$ cat config.mk
export PLATFORM = sky130hd
export DESIGN_NAME = dac_spi_monitor
export DESIGN_NICKNAME = d
export VERILOG_FILES = /design/src/rtl/dac_spi_monitor.sv
export SDC_FILE = /design/constraint.sdc
export NUM_CORES = 1
export LEC_CHECK = 0
export CAP_MARGIN = 10
export CORE_AREA = 4 4 126 98
export CTS_BUF_LIST = sky130_fd_sc_hd__clkbuf_8
export CTS_CLUSTER_SIZE = 30
export DETAILED_ROUTE_END_ITERATION = 10
export DIE_AREA = 0 0 130 102
export PLACE_DENSITY = 0.55
export SYNTH_ARGS = -nofsm -noshare
export SYNTH_HDL_FRONTEND = slang
export SYNTH_SLANG_ARGS = --single-unit
$ cat constraint.sdc
create_clock -name dataclk -period 1.95 [get_ports dataclk]
set_input_delay 0.195 -clock dataclk [delete_from_list [all_inputs] [get_ports dataclk]]
set_output_delay 0.195 -clock dataclk [all_outputs]
set_load 0.01 [all_outputs]
$ cat src/rtl/dac_spi_monitor.sv
// Receive-side decoder for the AD5662 3-wire DAC SPI stream: rebuilds each frame, flags malformed ones, counts both.
// Define DAC_MON_SYNC_EN to put a 2-flop synchronizer on DAC_SYNC/DAC_SCLK/DAC_DIN (latency 3 instead of 1).
module dac_spi_monitor #(
  parameter int unsigned FRAME_BITS = 24,
  parameter int unsigned ERR_CNT_W  = 8
) (
  input  logic                 dataclk,
  input  logic                 reset_n,
  input  logic                 enable,
  input  logic                 DAC_SYNC,
  input  logic                 DAC_SCLK,
  input  logic                 DAC_DIN,
  output logic [15:0]          rx_data,
  output logic [1:0]           rx_pd,
  output logic                 rx_valid,
  output logic                 rx_error,
  output logic                 rx_err_long,
  output logic                 busy,
  output logic [15:0]          frame_count,
  output logic [ERR_CNT_W-1:0] error_count
);

  localparam int unsigned CNT_W = 5;
  // Only frame bits 17:0 are ever used, so older bits are simply shifted out
  localparam int unsigned SR_W  = 18;
  localparam logic [CNT_W-1:0] FRAME_CNT = CNT_W'(FRAME_BITS);
  localparam logic [CNT_W-1:0] CNT_MAX   = '1;

  typedef enum logic {IDLE, SHIFT} state_t;

  logic sync_c, sclk_c, din_c, vld_c;

`ifdef DAC_MON_SYNC_EN
  logic [1:0] sync_ff, sclk_ff, din_ff, vld_ff;

  // Two-flop synchronizers; vld_ff marks when the pipe holds real pin samples
  always_ff @(posedge dataclk or negedge reset_n) begin
    if (!reset_n) begin
      sync_ff <= 2'b11;
      sclk_ff <= 2'b00;
      din_ff  <= 2'b00;
      vld_ff  <= 2'b00;
    end else begin
      sync_ff <= {sync_ff[0], DAC_SYNC};
      sclk_ff <= {sclk_ff[0], DAC_SCLK};
      din_ff  <= {din_ff[0], DAC_DIN};
      vld_ff  <= {vld_ff[0], 1'b1};
    end
  end

  assign sync_c = sync_ff[1];
  assign sclk_c = sclk_ff[1];
  assign din_c  = din_ff[1];
  assign vld_c  = vld_ff[1];
`else
  assign sync_c = DAC_SYNC;
  assign sclk_c = DAC_SCLK;
  assign din_c  = DAC_DIN;
  assign vld_c  = 1'b1;
`endif

  logic sync_d, sclk_d, sync_armed;
  logic sync_fall_c, sync_rise_c, sclk_fall_c;

  // A fall only counts once SYNC has really been seen high since reset,
  // so a release with SYNC already low does not start a frame
  always_ff @(posedge dataclk or negedge reset_n) begin
    if (!reset_n) begin
      sync_d     <= 1'b1;
      sclk_d     <= 1'b0;
      sync_armed <= 1'b0;
    end else begin
      sync_d     <= sync_c;
      sclk_d     <= sclk_c;
      sync_armed <= sync_armed | (vld_c & sync_c);
    end
  end

  assign sync_fall_c = sync_armed & sync_d & ~sync_c;
  assign sync_rise_c = ~sync_d & sync_c;
  assign sclk_fall_c = sclk_d & ~sclk_c;

  state_t           state;
  logic [SR_W-1:0]  sr;
  logic [CNT_W-1:0] cnt;

  // Frame capture FSM with registered results
  always_ff @(posedge dataclk or negedge reset_n) begin
    if (!reset_n) begin
      state       <= IDLE;
      sr          <= '0;
      cnt         <= '0;
      rx_data     <= '0;
      rx_pd       <= '0;
      rx_valid    <= 1'b0;
      rx_error    <= 1'b0;
      rx_err_long <= 1'b0;
      busy        <= 1'b0;
      frame_count <= '0;
      error_count <= '0;
    end else begin
      rx_valid <= 1'b0;
      rx_error <= 1'b0;
      case (state)
        IDLE: begin
          if (sync_fall_c && enable) begin
            state <= SHIFT;
            busy  <= 1'b1;
            sr    <= '0;
            cnt   <= '0;
          end
        end
        SHIFT: begin
          if (sync_rise_c) begin
            state <= IDLE;
            busy  <= 1'b0;
            if (cnt == FRAME_CNT) begin
              rx_data     <= sr[15:0];
              rx_pd       <= sr[17:16];
              rx_valid    <= 1'b1;
              frame_count <= frame_count + 16'd1;
            end else begin
              rx_error    <= 1'b1;
              rx_err_long <= (cnt > FRAME_CNT);
              if (error_count != '1) error_count <= error_count + ERR_CNT_W'(1);
            end
          end else if (sclk_fall_c) begin
            if (cnt != CNT_MAX) cnt <= cnt + CNT_W'(1);
            if (cnt < FRAME_CNT) sr <= {sr[SR_W-2:0], din_c};
          end
        end
        default: begin
          state <= IDLE;
          busy  <= 1'b0;
        end
      endcase
    end
  end

endmodule
### Yosys cells after proc, flatten, opt, wreduce, memory -nomap -nowiden

Index checks and enable logic that the tools add are counted.

| word-level totals | value |
|---|---|
| flip-flop bits (word level) | 73 |
| latch bits | 0 |
| bits in writable memories | 0 |
| ROM bits | 0 |
| output and inout bits | 46 |
| memories kept | 0 |

| operators by class | value |
|---|---|
| $add $sub $neg | 3 |
| multipliers | 0 |
| div/mod/pow operators | 0 |
| magnitude comparators | 2 |
| equality and inequality tests | 9 |
| shifts and indexed selects | 0 |
| mux-type cells | 22 |
| bitwise operators | 10 |
| reductions and logical operators | 7 |

Operator list:

| kind | number |
|---|---|
| $mux 18 | 4 |
| $pmux 18 s2 | 1 |
| $mux 5 | 4 |
| $add 16x1->16 const B | 1 |
| $reduce_and 4->1 | 3 |
| $mux 1 | 10 |
| $pmux 5 s2 | 1 |
| $add 8x1->8 const B | 1 |
| $ne 2x2->1 const B | 4 |
| $ne 8x8->1 const B | 1 |
| $reduce_and 3->1 | 2 |
| $add 5x1->5 const B | 1 |
| $eq 5x5->1 const B | 1 |
| $gt 5x5->1 const B | 1 |
| $lt 5x5->1 const B | 1 |
| $ne 5x5->1 const B | 1 |
| $not 1->1 | 5 |
| $and 1x1->1 | 4 |
| $ne 2x1->1 const B | 2 |
| $pmux 1 s2 | 2 |
| $reduce_and 2->1 | 1 |
| $logic_and 1x1->1 | 1 |
| $or 1x1->1 | 1 |

### Depth between registers and ports, before layout

Gate-level depths: netlist of run 1.

| logic depth | value |
|---|---|
| word-level depth | 5 |
| mapped depth | 7 |
| gate-level depth less buffers | 6 |

### Least setup slack after synthesis of run 1

OpenSTA, ideal clock, no wires.

| timing | value |
|---|---|
| path type | register to register |
| start | register cnt[0] |
| end | register cnt[3] |
| library setup time | 0.104 ns |
| data arrival time | 1.646 ns |
| required time | 1.846 ns |
| slack | 0.200 ns |
| stages on the path, launching flop included | 7 |
| buffers on the path | 0 |
| period minus slack after synthesis | 1.750 ns |
| path through | dfrtp_1 ha_1 and3_1 ha_1 o21a_1 or2_1 o311ai_1 |

| between the ends | value |
|---|---|
| word-level cells in the longest chain between the ends | 5 |
| elaborated cells on any way between the ends | 8 |
| classes of those cells | 1 x add/sub; 2 x eq/ne; 4 x mux; 1 x reduce/logical |

Ends and longest elaborated chain:

| item | RTL line | source |
|---|---|---|
| from (decl) | 85 | `logic [CNT_W-1:0] cnt;` |
| from (signal assigned) | 128 | `if (cnt != CNT_MAX) cnt <= cnt + CNT_W'(1);` |
| $add 5x1->5 | 128 |  |
| $mux 5 | 128 |  |
| $mux 5 | 127 | `end else if (sclk_fall_c) begin` |
| $mux 5 | 114 | `if (sync_rise_c) begin` |
| $pmux 5 s2 | 104 | `case (state)` |

Parallel ways exist; a longest one is shown, timed or not. The select of a mux whose other input is x is not followed.
A chain may end at the register's enable or synchronous reset.

### Worst setup path after layout of run 1

Ends and elaborated chain as after synthesis.

==> results of run 1 <==
## per-layer routing
metal	GRT usage (%)	vias to the layer above
met3	3.87	6
met2	15.4	35
met4	2.88	0
met5	0	-
met1	12.9	969
li1	-	1001
## stage by stage
stage	area, um^2	worst slack, ns	utilization, %	hold slack, ns
after CTS	4100	0.0290	36.5	0.300
after global routing	4110	0.000833	36.6	0.299
after floorplan	3170	0.200	-	-0.101
final	4110	0.0885	36.6	0.307
after detailed placement	3900	0.0369	34.7	0.140
after global placement	3900	0.0718	34.7	0.138
## layout make-up
type	count	area, um^2	share of cell area (%)
timing repair buffer	59	608	14.8
tap	144	180	4.38
sequential	73	1830	44.4
multi-input combinational	158	1230	29.8
clock buffer	9	124	3.01
clock inverter	7	68.8	1.67
inverter	21	78.8	1.92
## layout by cell type, fill, tap and decap left out, types with 4 or more instances in the layout
master / synthesis / final
mux2_2: 5 / 5
mux2_1: 17 / 17
mux2i_1: 18 / 18
o21ai_0: 9 / 9
nand2_1: 33 / 33
clkbuf_8: 0 / 9
xnor2_1: 13 / 13
xor2_1: 8 / 8
nand2b_1: 4 / 4
clkdlybuf4s50_1: 0 / 50
inv_1: 21 / 21
nand3_1: 10 / 10
ha_1: 5 / 4
dfrtp_1: 72 / 72
buf_4: 1 / 5
nand4_1: 4 / 4
## power breakdown
| part | internal [mW] | total (mW) | leakage, nW | switching (mW) |
|---|---|---|---|---|
| sequential | 1.61 | 1.72 | 0.991 | 0.118 |
| clock | 0.588 | 1.16 | 0.0954 | 0.570 |
| combinational | 0.237 | 0.461 | 0.832 | 0.224 |
| total | 2.43 | 3.34 | 1.92 | 0.911 |
## critical path, cell delays in order (launching register included)
cell	delay, ns
dfrtp_1	0.42
ha_2	0.21
and3_1	0.18
ha_1	0.17
o21a_2	0.25
or2_4	0.27
o311ai_2	0.27
## cells by family after synthesis
group | count (synthesis)
DFF | 73
muxes | 40
and+or+nand+nor | 77
adders and majority gates | 5
xor gates and xnor gates | 21
AOI/OAI and AO/OA | 15
buffers and inverters | 28
## flip-flops by register name (all words and copies together) (netlist names)
signal,count
sclk_d,1
busy,1
rx_data,16
rx_error,1
sync_armed,1
rx_pd,2
cnt,5
frame_count,16
rx_valid,1
error_count,8
sync_d,1
rx_err_long,1
state,1
sr,18
## worst max path at each step
stage,startpoint,end,slack (ns)
global route,cnt[0],cnt[3],0.0008
detailed placement,cnt[0],cnt[3],0.04
CTS,cnt[0],cnt[3],0.03
floorplan,cnt[0],cnt[3],0.20
finish,cnt[0],cnt[3],0.09
global placement,cnt[0],cnt[3],0.07
## what timing repair did
action,CTS,global route
hold buffers,1,0
gates cloned,0,0
setup endpoints to repair,1,1
pin swaps,0,0
endpoints found under the hold margin,25,0
resized for setup,1,3
==> impl_metrics.yaml, run 1 <==
setup_path:
  worstSetupEndpointType: "register"
  worst_r2r_endpoint: "cnt[3]"
  path_max_fanout: 6
  regToRegStartpoint: "cnt[0]"
  required_ns: 2.20
  criticalPathCategory: "register to register"
  start_kind: "register"
  arrival_ns: 2.11
  rrSetupSlack_ns: 0.09
  r2r_cells: 6
clock_tree:
  root_buffer: "clkbuf_8"
  cts_num_sinks: 73
  numCtsBuffers: 9
  cts_setup_buffers: 0
  cts_tree: "done"
  clk_pin_slew_ns: 0.08
  htreeDepth: 3
  cts_buffer_depth: 2
  worstSkewPairLatency_ns: 0.34
timing:
  tightest_slew_ns: 0.386
  hold_violations: 0
  relSlewSlack_pct: 74.1
  clock_skew_ns: 0.0135
  fin_setup_tns_ns: 0
  slew_violations: 0
  setup_viol: 0
  rsz0062_at_grt: "no"
  min_period_ns: 1.86
  fmax_mhz: 537
  period_share_pct: 95.5
route:
  drt-wirelength-per-cell_um: 12.9
  viasPerCell: 4.27
  route.met3.wl_um: 281
  vias: 2011
  antenna_left: 0
  met1_length_mm: 2.95
  wl_met2_mm: 2.78
  drc: 0
  highest_layer: "met4"
  drtIter0Drc: 117
  firstDrtPassIters: 4
  wl_mm: 6.09
finish:
  fin_cells: 471
  final_net_count: 333
  drive_above_1_share_pct: 12.2
  syn_to_final_growth_pct: 30.0
  fill_cells: 1122
  antenna_cells: 0
place:
  io_buffer_count: 51
  place_hpwl_mm: 4.21
  place_inst: 454
  gp_congestion: 0.754
synth:
  synth_top_family_by_area: "simple AND/OR/NAND/NOR gates"
  synth_xor_area_share_pct: 5.81
  netlist_top_cells_count: "dfrtp_1, nand2_1, inv_1"
  post_synth_num_cell_types: 38
  syn_area_um2: 3170
  synth_nets: 270
  synthArstFlopShare_pct: 100
  yosysTopAreaCell: "dfrtp_1"
  synth_enable_flop_cells: 0
  ys_seq_area_share_pct: 57.7
  synthTopCellsByArea: "dfrtp_1, mux2_1, mux2i_1, nand2_1, xnor2_1"
  synth_compound_area_share_pct: 2.96
  synthMuxAreaShare_pct: 13.5
  syn_area_per_cell_um2: 12.2
  synthSimpleGateAreaFrac_pct: 14.0
  synth_top_area_share_pct: 56.9
  synth_cells: 259
  ys_ff_latch: 73
  synth_adder_area_share_pct: 1.98
  synth_warnings: 0
  synthFlopType: "dfrtp_1"
  synth.most_common_cell: "dfrtp_1"
run:
  cap_violations: 0
global_route:
  antenna_found_initial: 0
  grt_pass1_vias: 2082
  grt_overflow: 0
  track_usage_pct: 9.91
  grt_max_degree: 48
  grt_pass1_wl_mm: 10.3
die:
  dieArea_um2: 13300
  design.core.area_um2: 11200
  io_pins: 52
  start_util_pct: 28.2
  rows: 34
  fp.dieW_um: 130
  dieHeight_um: 102
pwr:
  finalPower_mw: 3.34
  ir_drop_v: 0.000264
  p_per_area_nw_per_um2: 813
  cellLeakagePower_nw: 1.92
min_path:
  hold_class: "input port to asynchronous set/reset pin"
run_status:
  outcome: "finished clean"
Note: power is estimated with default switching activity, not from simulation.
==> run 2: changes to the inputs <==
--- a/config.mk
+++ b/config.mk
@@ -6,11 +6,11 @@
 export NUM_CORES = 1
 export LEC_CHECK = 0
 export CAP_MARGIN = 10
-export CORE_AREA = 4 4 126 98
+export CORE_AREA = 2 2 124 96
 export CTS_BUF_LIST = sky130_fd_sc_hd__clkbuf_8
 export CTS_CLUSTER_SIZE = 30
 export DETAILED_ROUTE_END_ITERATION = 10
-export DIE_AREA = 0 0 130 102
+export DIE_AREA = 0 0 126 98
 export PLACE_DENSITY = 0.55
 export SYNTH_ARGS = -nofsm -noshare
 export SYNTH_HDL_FRONTEND = slang
==> run 2 against run 1 <==
Effect of this change: core utilization increased by 0.14 points; total power increased by 1.5%; fmax about the same; setup slack gained 0.0011 ns; clock-buffer cell count rose by 1; combinational power barely moved; sequential share of layout area decreased by 0.17 points; routed wire length shrank 0.56%; global-route usage grew 0.64 points; hold slack improved by 0.016 ns; largest power group unchanged.
==> impl_metrics.yaml, run 2 (synthesis results as in run 1) <==
run_status:
  outcome: "finished clean"
min_path:
  min_path_cells: 1
  min_from: "DAC_SCLK"
  hold_class: "input port to register"
  hold_path_end: "sclk_d"
finish:
  fill_cells: 1095
  final_net_count: 335
  multiInputGateArea_um2: 1220
  largest_register_ff_count: 18
  final_cell_mix: "dfrtp_1, clkdlybuf4s50_1, nand2_1"
  regMostFlops: "sr"
  antenna_cells: 0
  fin_util_pct: 36.8
  syn_to_final_growth_pct: 30.5
  seq_area_um2: 1830
  top_regs: "sr x18, frame_count x16, rx_data x16"
  layout_commonest_cell: "dfrtp_1"
  drive_above_1_share_pct: 12.2
route:
  vias: 2049
  antenna_left: 0
  wl_mm: 6.06
  firstDrtPassIters: 4
  viasPerCell: 4.33
  drtIter0Drc: 140
  drc: 0
  drt-wirelength-per-cell_um: 12.8
setup_path:
  cp.buffers_inverters: 0
  cp_cell_sequence: "ha_1 > and3_1 > ha_1 > o21a_2 > or2_4 > o311ai_1"
  criticalPathCategory: "register to register"
  required_ns: 2.20
  r2r_cells: 6
  regToRegStartpoint: "cnt[0]"
  critPathTopFamily: "compound AO/OA/AOI/OAI gates"
  path_max_fanout: 6
  worstSetupEndpointType: "register"
  cpMaxStageDelayCell: "dfrtp_1"
  crit_top_cell: "ha_1"
  rrSetupSlack_ns: 0.09
  worst_r2r_endpoint: "cnt[3]"
  cpPeakStageDelay_ns: 0.41
  start_kind: "register"
  arrival_ns: 2.11
global_route:
  grt_max_degree: 41
  antenna_found_initial: 0
  track_usage_pct: 10.6
  grt_pass1_wl_mm: 10.3
  grt_pass1_vias: 2026
  grt_overflow: 0
clock_tree:
  worstSkewPairLatency_ns: 0.35
  root_buffer: "clkbuf_8"
  htreeDepth: 3
  numCtsBuffers: 9
  cts_buffer_depth: 2
  clk_pin_slew_ns: 0.08
  cts_tree: "done"
  cts_num_sinks: 73
pwr:
  cellLeakagePower_nw: 1.93
  ir_drop_v: 0.000330
  p_per_area_nw_per_um2: 822
die:
  design.core.area_um2: 11200
  rows: 34
  fp.dieW_um: 126
  io_pins: 52
  dieArea_um2: 12300
  start_util_pct: 28.2
  dieHeight_um: 98
timing:
  period_share_pct: 95.4
  min_period_ns: 1.86
  slew_violations: 0
  fmax_mhz: 538
  clock_skew_ns: 0.00687
  relSlewSlack_pct: 62.8
  setup_viol: 0
  hold_violations: 0
  worst_slack_ns: 0.0896
  tightest_slew_ns: 0.559
place:
  place_hpwl_mm: 4.13
  dp_slack_ns: 0.0682
  gp_congestion: 0.693
  io_buffer_count: 51
run:
  cap_violations: 0
[run 2: cell types whose count changed in the layout (fill, tap and decap cells not counted), sizes merged]
cell,before,now
clkinv,3,1
clkinvlp,2,3
buf,8,10
clkbuf,9,10
[run 2: worst max-delay path by stage]
stage	start	endpoint	slack, ns	cells after the start
final	cnt[0]	cnt[3]	0.09	6
after global routing	cnt[0]	cnt[3]	-0.001	6
after CTS	cnt[0]	cnt[3]	0.04	6
after detailed placement	cnt[0]	cnt[3]	0.07	6
after global placement	cnt[0]	cnt[3]	0.07	6
after floorplan	cnt[0]	cnt[3]	0.20	6
[run 2: timing repair]
item,CTS,global route
resized for setup,0,2
hold buffers,1,0
hold endpoints to repair,38,0
endpoints found under the setup margin,0,2
setup buffers,0,1
[run 2: per-layer routing]
| metal | global-route usage, % | vias up | wire [um] |
|---|---|---|---|
| li1 | - | 1006 | - |
| met1 | 14.6 | 998 | 2970 |
| met2 | 15.2 | 37 | 2720 |
| met3 | 3.18 | 8 | 272 |
| met4 | 4.82 | 0 | 98 |
| met5 | 0 | - | 0 |
[run 2: report_power, final]
group | internal [mW] | switching (mW)
Sequential | 1.61 | 0.119
Clock | 0.627 | 0.583
Combinational | 0.236 | 0.224
[run 2: layout make-up]
type                       count  area share [%]
sequential                    73            44.3
multi-input combinational    158            29.4
timing repair buffer          61            15.1
tap                          144            4.36
clock buffer                  10            3.33
inverter                      21            1.91
clock inverter                 6            1.61
[run 2: metrics by stage]
step | hold WS [ns] | std cells | cell area, um^2 | TNS [ns] | power (mW)
after floorplan | -0.101 | 259 | 3170 | 0 | 1.99
after global placement | 0.233 | 455 | 3910 | 0 | 2.20
after detailed placement | 0.233 | 455 | 3910 | 0 | 2.22
after CTS | 0.310 | 472 | 4120 | 0 | 3.47
after global routing | 0.325 | 473 | 4130 | -0.00128 | 3.58
final | 0.323 | 473 | 4130 | 0 | 3.40
[run 2: worst register-to-register path, delay by kind of cell (launching register included)]
family          cells  cell delay [ns]
fa+ha+maj           2             0.39
simple gates        2             0.45
flops               1             0.41
compound gates      2             0.50
==> run 3: changes to the inputs <==
--- a/config.mk
+++ b/config.mk
@@ -11,7 +11,8 @@
 export CTS_CLUSTER_SIZE = 30
 export DETAILED_ROUTE_END_ITERATION = 10
 export DIE_AREA = 0 0 126 98
-export PLACE_DENSITY = 0.55
+export GPL_TIMING_DRIVEN = 1
+export PLACE_DENSITY = 0.56
 export SYNTH_ARGS = -nofsm -noshare
 export SYNTH_HDL_FRONTEND = slang
 export SYNTH_SLANG_ARGS = --single-unit
==> run 3 against run 2 <==
Effect of this change: core utilization grew 0.10 points; register-to-register slack about the same; flip-flop and latch count stayed put; sequential share of layout area down 0.12 points; clock-buffer cell count stayed put; hold slack worse by 0.0023 ns; clock power increased by 9.9%; global-route usage down 0.12 points; routed wire length up 0.91%; cell area rose by 0.27%; first-iteration DRC count shrank 27%; cell count fell by 0.42%; critical endpoint unchanged; largest power group unchanged.
==> impl_metrics.yaml, run 3 (synthesis results as in run 1) <==
global_route:
  grt_max_degree: 39
  grt_pass1_wl_mm: 10.2
  grt_overflow: 0
  antenna_found_initial: 0
  track_usage_pct: 10.4
  grt_pass1_vias: 2048
finish:
  layout_commonest_cell: "dfrtp_1"
  final_cell_mix: "dfrtp_1, clkdlybuf4s50_1, nand2_1"
  design_area_um2: 4140
  final_net_count: 333
  drive_above_1_share_pct: 11.9
  fin_cells: 471
  seq_area_um2: 1830
  syn_to_final_growth_pct: 30.8
  top_regs: "sr x18, frame_count x16, rx_data x16"
  largest_register_ff_count: 18
  multiInputGateArea_um2: 1220
  fill_cells: 1106
  antenna_cells: 0
  regMostFlops: "sr"
pwr:
  ir_drop_v: 0.000266
  p_per_area_nw_per_um2: 847
  cellLeakagePower_nw: 1.93
setup_path:
  cpPeakStageDelay_ns: 0.42
  criticalPathCategory: "register to register"
  cpMaxStageDelayCell: "dfrtp_1"
  cp_cell_sequence: "ha_2 > and3_1 > ha_1 > o21a_2 > or2_4 > o311ai_1"
  required_ns: 2.19
  arrival_ns: 2.10
  r2r_cells: 6
  start_kind: "register"
  worstSetupEndpointType: "register"
  path_max_fanout: 6
timing:
  slew_violations: 0
  rsz0062_at_grt: "no"
  hold_ws_ns: 0.321
  setup_viol: 0
  period_share_pct: 95.8
  fmax_mhz: 535
  tightest_slew_ns: 0.506
  fin_setup_tns_ns: 0
  clock_skew_ns: 0.00929
  min_period_ns: 1.87
  hold_violations: 0
  relSlewSlack_pct: 66.3
route:
  viasPerCell: 4.32
  drc: 0
  firstDrtPassIters: 4
  drtIter0Drc: 102
  vias: 2034
  drt-wirelength-per-cell_um: 13.0
  wl_mm: 6.11
  antenna_left: 0
die:
  fp.dieW_um: 126
  design.core.area_um2: 11200
  dieHeight_um: 98
  start_util_pct: 28.2
  rows: 34
  io_pins: 52
  dieArea_um2: 12300
clock_tree:
  root_buffer: "clkbuf_8"
  numCtsBuffers: 9
  worstSkewPairLatency_ns: 0.34
  cts_tree: "done"
  htreeDepth: 3
  cts_buffer_depth: 2
  cts_num_sinks: 73
  clk_pin_slew_ns: 0.08
place:
  place_inst: 454
  place_hpwl_mm: 4.20
  gp_congestion: 0.689
  io_buffer_count: 51
  place_area_um2: 3900
min_path:
  min_path_cells: 1
  hold_class: "input port to register"
run:
  cap_violations: 0
run_status:
  outcome: "finished clean"
[run 3: cell types whose count changed in the layout (fill, tap and decap cells not counted), sizes merged]
cell / delta
clkinvlp: -2
buf: -2
bufinv: +1
clkinv: +1
[run 3: area by class of cell]
cell class                      count  share of cell area, %
Clock inverter                      6                   2.18
Sequential cell                    73                   44.1
Inverter                           21                   1.90
Timing Repair Buffer               59                   14.7
Multi-Input combinational cell    158                   29.4
Clock buffer                       10                   3.32
Tap cell                          144                   4.35
[run 3: stage by stage]
step | util [%] | total power [mW] | setup WS, ns
2_1_floorplan | - | 1.99 | 0.200
3_3_place_gp | 34.7 | 2.20 | -0.00296
3_5_place_dp | 34.7 | 2.22 | -0.0407
4_1_cts | 36.8 | 3.57 | 0.0133
5_1_grt | 36.9 | 3.70 | 0.000834
6_report | 36.9 | 3.51 | 0.0813
[run 3: path summary, 6_finish.rpt]
check	startpoint	endpoint	slack, ns
min	DAC_SCLK	sclk_d	0.32
max	cnt[0]	cnt[3]	0.08
min in group asynchronous	reset_n	rx_data[12]	0.36
min reg2reg	sync_armed	sync_armed	0.46
max in group asynchronous	reset_n	sr[4]	1.02
max reg2reg	cnt[0]	cnt[3]	0.08
[run 3: report_power, final]
group | total [mW] | switching [mW] | internal (mW)
registers | 1.72 | 0.114 | 1.61
logic | 0.457 | 0.223 | 0.234
clock network | 1.33 | 0.570 | 0.760
total | 3.51 | 0.907 | 2.60
[run 3: what timing repair did]
action | CTS | global route
setup buffers | 0 | 0
hold endpoints to repair | 34 | 0
hold buffers | 1 | 0
resized for setup | 0 | 3
setup endpoints to repair | 0 | 4
[run 3: metal layers]
layer	vias up	global-route usage [%]	routed length, um	share of wire (%)
met1	996	13.9	2950	48
li1	999	-	-	-
met2	33	15.9	2840	46
met5	-	0	0	0
met4	0	4.06	74	1.2
met3	6	3.29	247	4.0
[run 3: critical path, delay by kind of cell (launching register included)]
family                   cells  cell delay [ns]
AO/OA/AOI/OAI                2             0.50
AND/OR/NAND/NOR              2             0.45
flip-flops                   1             0.42
adder cells (fa/ha/maj)      2             0.40
